`src/rtl/darkriscv_wb_dbridge.sv`:
```
// darkriscv data port to Wishbone-classic bridge: one registered request at a
// time, byte-lane select/replication, core stall while busy, read-data
// alignment, bus-error and timeout reporting.

// Per-lane select bit and write byte for one Wishbone byte lane.
module darkriscv_wb_dbridge_lane #(
  parameter int LANE = 0
) (
  input  logic [1:0] off,
  input  logic [2:0] len,
  input  logic [7:0] b_byte,
  input  logic [7:0] b_half,
  input  logic [7:0] b_word,
  output logic       sel,
  output logic [7:0] wbyte
);
  localparam logic [1:0] ID = 2'(LANE);

  // Only meaningful for legal (aligned, one-hot) requests.
  always_comb begin
    sel   = 1'b1;
    wbyte = b_word;
    if (len[0]) begin
      sel   = (ID == off);
      wbyte = b_byte;
    end else if (len[1]) begin
      sel   = (ID[1] == off[1]);
      wbyte = b_half;
    end
  end
endmodule

module darkriscv_wb_dbridge #(
  parameter int TIMEOUT_CYCLES = 1023,
  parameter int CNT_WIDTH      = 16
) (
  input  logic        clk,
  input  logic        rst_n,
  input  logic        core_drd_i,
  input  logic        core_dwr_i,
  input  logic [31:0] core_daddr_i,
  input  logic [31:0] core_datao_i,
  input  logic [2:0]  core_dlen_i,
  output logic [31:0] core_datai_o,
  output logic        core_hlt_o,
  output logic        core_berr_o,
  output logic        data_mem_cyc_o,
  output logic        data_mem_stb_o,
  output logic        data_mem_we_o,
  output logic [3:0]  data_mem_sel_o,
  output logic [31:0] data_mem_addr_o,
  output logic [31:0] data_mem_data_o,
  input  logic [31:0] data_mem_data_i,
  input  logic        data_mem_ack_i,
  input  logic        data_mem_err_i
);
  localparam int NUM_LANES = 4;
  localparam logic [CNT_WIDTH-1:0] TO_LIM = CNT_WIDTH'(TIMEOUT_CYCLES - 1);

  typedef enum logic [1:0] {IDLE, BUS, DONE} state_t;

  typedef struct packed {
    logic        we;
    logic [3:0]  sel;
    logic [31:0] addr;
    logic [31:0] data;
    logic [1:0]  off;
    logic [2:0]  len;
  } req_t;

  state_t                        state;
  req_t                          rq;
  logic                          cyc, berr;
  logic [31:0]                   datai;
  logic [CNT_WIDTH-1:0]          cnt;
  logic                          req, legal, timeout;
  logic [NUM_LANES-1:0]          lane_sel;
  logic [NUM_LANES-1:0][7:0]     lane_wd;
  logic [31:0]                   rd_sh, rd_al;

  assign req     = core_drd_i | core_dwr_i;
  assign timeout = (TIMEOUT_CYCLES != 0) && (cnt == TO_LIM);

  // Stall in the request cycle itself and for the whole bus cycle.
  assign core_hlt_o = rst_n & (((state == IDLE) & req) | (state == BUS));

  assign core_datai_o    = datai;
  assign core_berr_o     = berr;
  assign data_mem_cyc_o  = cyc;
  assign data_mem_stb_o  = cyc;
  assign data_mem_we_o   = rq.we;
  assign data_mem_sel_o  = rq.sel;
  assign data_mem_addr_o = rq.addr;
  assign data_mem_data_o = rq.data;

  // Size/alignment legality; non-one-hot sizes are illegal.
  always_comb begin
    case (core_dlen_i)
      3'b001:  legal = 1'b1;
      3'b010:  legal = ~core_daddr_i[0];
      3'b100:  legal = (core_daddr_i[1:0] == 2'b00);
      default: legal = 1'b0;
    endcase
  end

  for (genvar i = 0; i < NUM_LANES; i++) begin : g_lane
    darkriscv_wb_dbridge_lane #(.LANE(i)) u_lane (
      .off    (core_daddr_i[1:0]),
      .len    (core_dlen_i),
      .b_byte (core_datao_i[7:0]),
      .b_half (core_datao_i[8*(i%2) +: 8]),
      .b_word (core_datao_i[8*i +: 8]),
      .sel    (lane_sel[i]),
      .wbyte  (lane_wd[i])
    );
  end

  // Right-align the addressed bytes and zero-extend to the access size.
  assign rd_sh = data_mem_data_i >> {rq.off, 3'b000};
  always_comb begin
    rd_al = rd_sh;
    if (rq.len[0])      rd_al = {24'h0, rd_sh[7:0]};
    else if (rq.len[1]) rd_al = {16'h0, rd_sh[15:0]};
  end

  // Request/bus/response FSM with registered bus and core outputs.
  always_ff @(posedge clk or negedge rst_n) begin
    if (!rst_n) begin
      state <= IDLE;
      rq    <= '0;
      cyc   <= 1'b0;
      berr  <= 1'b0;
      datai <= '0;
      cnt   <= '0;
    end else begin
      case (state)
        IDLE: begin
          if (req) begin
            if (legal) begin
              rq.we   <= core_dwr_i;
              rq.sel  <= lane_sel;
              rq.addr <= {core_daddr_i[31:2], 2'b00};
              rq.data <= lane_wd;
              rq.off  <= core_daddr_i[1:0];
              rq.len  <= core_dlen_i;
              cyc     <= 1'b1;
              cnt     <= '0;
              state   <= BUS;
            end else begin
              // Misaligned/bad size: report without touching the bus.
              berr  <= 1'b1;
              state <= DONE;
            end
          end
        end
        BUS: begin
          if (data_mem_err_i || timeout) begin
            cyc   <= 1'b0;
            berr  <= 1'b1;
            datai <= '0;
            cnt   <= '0;
            state <= DONE;
          end else if (data_mem_ack_i) begin
            cyc   <= 1'b0;
            if (!rq.we) datai <= rd_al;
            cnt   <= '0;
            state <= DONE;
          end else begin
            cnt <= cnt + CNT_WIDTH'(1);
          end
        end
        DONE: begin
          // Strobes still high here belong to the access just served.
          berr  <= 1'b0;
          state <= IDLE;
        end
        default: state <= IDLE;
      endcase
    end
  end
endmodule

```
`config.mk`:
```
export PLATFORM = sky130hd
export DESIGN_NAME = darkriscv_wb_dbridge
export DESIGN_NICKNAME = d
export VERILOG_FILES = /design/src/rtl/darkriscv_wb_dbridge.sv
export SDC_FILE = /design/constraint.sdc
export NUM_CORES = 1
export LEC_CHECK = 0
export CORE_MARGIN = 2
export CORE_UTILIZATION = 38
export CTS_BUF_LIST = sky130_fd_sc_hd__clkbuf_16
export DETAILED_ROUTE_END_ITERATION = 10
export GPL_ROUTABILITY_DRIVEN = 0
export PLACE_DENSITY = 0.69
export SETUP_SLACK_MARGIN = 0.1
export SLEW_MARGIN = 20
export SYNTH_ARGS = -nofsm -noshare
export SYNTH_HDL_FRONTEND = slang
export SYNTH_SLANG_ARGS = --single-unit
```
`constraint.sdc`:
```
create_clock -name clk -period 3.35 [get_ports clk]
set_input_delay 0.335 -clock clk [delete_from_list [all_inputs] [get_ports clk]]
set_output_delay 0.335 -clock clk [all_outputs]
set_load 0.05 [all_outputs]
```
==> impl_summary.md <==
Outcome
The run finished with clean final reports.

STA
Based on the critical path, the design can be clocked at up to 362 MHz. Setup repair after global routing left no endpoint under its margin. Setup violations remaining at the end of the flow were counted as 0.

The final critical path takes up 82.4% of the cycle. The count of endpoints failing hold in the final timing report came to 0. The slew of the pin with the lowest slew margin is 1.07 ns. After routing, the total negative slack on setup checks comes to 0 ns. The final-report max-slew violation count is 0. Final hold analysis gives a worst-case slack of 0.444 ns. The time the worst path needs with I/O delays and setup is approximately 2.8 ns. Across all setup checks in the final design, the least slack found is 0.588 ns. Measured against its own limit, the worst slew margin works out to between 20% and 30%.

Across the routed clock network, the largest skew measured is 0.00565 ns.

CTS
The post-cts gate resize count is 0. The H-tree was split into 4 levels. TritonCTS built the clock tree. Clock tree synthesis inserted a total of 17 buffers. Clock-pin slew was measured on the worst setup and hold paths at 0.05 ns. For the worst-skew pair, the clock arrives at the later sink with an insertion delay of 0.41 ns. The number of buffers on the longest clock path is 2. The clock drives around 120 sinks. The cell sitting at the root of the clock tree is a sky130_fd_sc_hd__clkbuf_16.

Synthesis
The share of synthesized area in the top cell type comes to 49.6%. During synthesis, Yosys emitted a total of 0 warnings. In the synthesized netlist the async set-or-reset flop fraction comes to between 90% and 100%. The number of standard cells after synthesis is a little under 600. The synthesized area per cell is 10.5 sq um.

After synthesis, the netlist uses 42 different library cells. Among all flip-flop cells after synthesis, the most frequent one is sky130_fd_sc_hd__dfrtp_1. The synthesized design spends more area on one cell type than any other, namely sky130_fd_sc_hd__dfrtp_1.

Sorting the synthesized cells by area gives the leading types as sky130_fd_sc_hd__dfrtp_1 50%, sky130_fd_sc_hd__buf_4 8.5%, sky130_fd_sc_hd__mux2_2 7.3%. The proportion of synthesized chip area in sequential cells is 49.6%. The synthesis-stage register bit count is 123. Yosys mapped a number of flops with a built-in enable equal to 0. The mapped cell area is between 0.006 and 0.007 sq mm.

Setup path
STA classifies the critical path endpoint as a primary output. The critical path in this run is classified as in -> out. STA puts the critical path data required time at 3.01 ns. The worst path arrival time is roughly 2.4 ns. The worst setup path is launched from an input pin. The peak fanout along the critical path is 39.

Power
Dividing total power by cell area gives a power density of 860 mW/mm^2. The static leakage power is 3.65 nW. The worst ir drop on vdd is 0.609 mV.

Global routing
The wire length of the first global-routing pass is 26.3 mm. The global route total overflow is 0. The initial antenna violation count is 0. The via count of the first global-routing pass is 4986. In the global route stage, overall resource usage came out at 18.9%. Entering global routing, the biggest net connects roughly 100 pins.

Drt
The detailed router placed 4901 vias in this run. The iteration-0 DRC count of the detailed router is 287. The first-pass iteration count of the detailed router is 5. In the final routed layout, each cell accounts on average for roughly 17 um. Once detail routing completed, the nets flagged for antenna violations numbered 0. In the routed layout, each cell is associated on average with a via count of just over 5.

The number of DRC violations after detailed routing is 0. After detailed routing, the total wire length is 16.1 mm.

Placement
Detailed placement finished with a half-perimeter wire length of between 10 and 15 mm. The cell area after placement is 0.00800 sq mm. The total placed cells including tap cells is 926.

The total of buffers placed on input and output ports is around 210. At the placement stage, the worst setup path has a slack of just under 0.4 ns.

Floorplanning
210 I/O pins were placed. After floorplanning, the core was sized to cover 0.0159 sq mm. The die covers 0.0174 sq mm. Once the floorplan was initialized, standard cells occupied roughly two fifths of the core. The count of standard-cell rows is 46. The x dimension of the die is 132 um.

The die is between 100 and 150 um tall.

Layout
The number of nets in the layout is 838. The number of standard cells in the final layout excluding fillers is 960. The final non-filler cell area is 0.00859 sq mm. The area growth from synthesis to layout is 38.5%. The count of inserted antenna diode cells is 0. The fraction of layout instances using a drive strength above 1 is about 12%.

Min path
The class of the tightest hold or removal check is in -> async.

Flow run
Max-cap violations in this run came to 0.
worst max-delay path, cell delays in order:
cell	delay (ns)
sky130_fd_sc_hd__dlygate4sd3_1	0.52
sky130_fd_sc_hd__buf_4	0.43
sky130_fd_sc_hd__nor3b_1	0.26
sky130_fd_sc_hd__clkdlybuf4s50_1	0.87
path summary, 6_finish.rpt:
path	from	slack [ns]	to	cells past startpoint
worst max register to register	cnt[0]	0.62	cnt[7]	8
max in group asynchronous	rst_n	1.76	data_mem_addr_o[13]	3
worst max-delay path	rst_n	0.59	core_hlt_o	4
worst min-delay path	rst_n	0.44	cnt[0]	2
worst min register to register	data_mem_sel_o[2]	0.48	data_mem_sel_o[2]	2
min in group clk	data_mem_sel_o[2]	0.48	data_mem_sel_o[2]	2
logic make-up (layout without fill, tap and decap cells):
logic type | after synthesis | after routing | share of synthesized area [%]
AOI/OAI and AO/OA | 128 | 128 | 13.1
xor gates and xnor gates | 1 | 1 | 0.141
adders and majority gates | 2 | 2 | 0.403
buffers and inverters | 107 | 257 | 10.9
DFF | 123 | 123 | 49.6
muxes | 81 | 81 | 13.9
other | 1 | 2 | 0.0604
and+or+nand+nor | 150 | 150 | 11.9
layout by cell type (no fill, tap or decap), types with 6 or more instances in the layout:
master and n:
sky130_fd_sc_hd__a21oi_1 18, sky130_fd_sc_hd__nand2_1 69, sky130_fd_sc_hd__nor3_1 7, sky130_fd_sc_hd__dfrtp_1 123
sky130_fd_sc_hd__nor2b_1 11, sky130_fd_sc_hd__clkinv_2 6, sky130_fd_sc_hd__nand3_1 8, sky130_fd_sc_hd__o21ai_0 64
sky130_fd_sc_hd__clkdlybuf4s50_1 206, sky130_fd_sc_hd__mux2_2 40, sky130_fd_sc_hd__inv_1 7, sky130_fd_sc_hd__a22o_1 18
sky130_fd_sc_hd__mux2i_1 41, sky130_fd_sc_hd__or3_1 8, sky130_fd_sc_hd__nor2_1 18, sky130_fd_sc_hd__a32o_1 8
sky130_fd_sc_hd__clkbuf_16 17, sky130_fd_sc_hd__buf_4 9, sky130_fd_sc_hd__a211o_1 8
flip-flops by register name, summed over array words and instances, names as in the netlist, 2 cells and up:
signal	cells
core_datai_o	32
data_mem_data_o	32
data_mem_addr_o	30
cnt	16
data_mem_sel_o	4
rq	4
state	2
power by group:
part | switching (mW) | leakage, nW | internal, mW
sequential | 0.284 | 1.58 | 1.93
clock | 0.653 | 0.270 | 1.08
combinational | 2.21 | 1.81 | 1.23
through the flow:
step / power (mW) / utilization [%]
after detailed placement: 5.69 / 50.1
after floorplan: 4.91 / -
after CTS: 7.46 / 53.7
final: 7.39 / 53.9
after global routing: 7.74 / 53.9
after global placement: 5.64 / 50.1
layout make-up:
type | instances | area, sq um
Tap cell | 216 | 270
Timing Repair Buffer | 218 | 2180
Inverter | 7 | 26.3
Fill cell | 1394 | 7350
Sequential cell | 123 | 3080
Clock buffer | 17 | 425
Multi-Input combinational cell | 364 | 2480
Clock inverter | 15 | 133
cells in the mapped netlist (8+ instances only):
library cell	instances
sky130_fd_sc_hd__nor3_1	8
sky130_fd_sc_hd__nand2_1	69
sky130_fd_sc_hd__a32o_1	8
sky130_fd_sc_hd__nor2_1	19
sky130_fd_sc_hd__clkbuf_1	21
sky130_fd_sc_hd__mux2i_1	41
sky130_fd_sc_hd__dfrtp_1	123
sky130_fd_sc_hd__a22o_1	18
sky130_fd_sc_hd__nor2b_1	11
sky130_fd_sc_hd__nand3_1	8
sky130_fd_sc_hd__a211o_1	8
sky130_fd_sc_hd__mux2_2	40
sky130_fd_sc_hd__or3_1	8
sky130_fd_sc_hd__buf_4	70
sky130_fd_sc_hd__o21ai_0	64
sky130_fd_sc_hd__a21oi_1	18
metal layers:
layer | track usage, % | up-vias | wire length [um] | share of wire (%)
li1 | - | 2304 | - | -
met1 | 24.7 | 2383 | 7060 | 44
met2 | 30.0 | 198 | 7790 | 48
met3 | 5.65 | 16 | 1040 | 6.5
met4 | 6.76 | 0 | 220 | 1.4
met5 | 0 | - | 0 | 0
repair_timing:
item / in CTS / in global routing
setup buffers: 0 / 0
endpoints found under the hold margin: 37 / 0
endpoints found under the setup margin: 0 / 0
hold buffers: 1 / 0
Power figures use the tool's default switching activity.
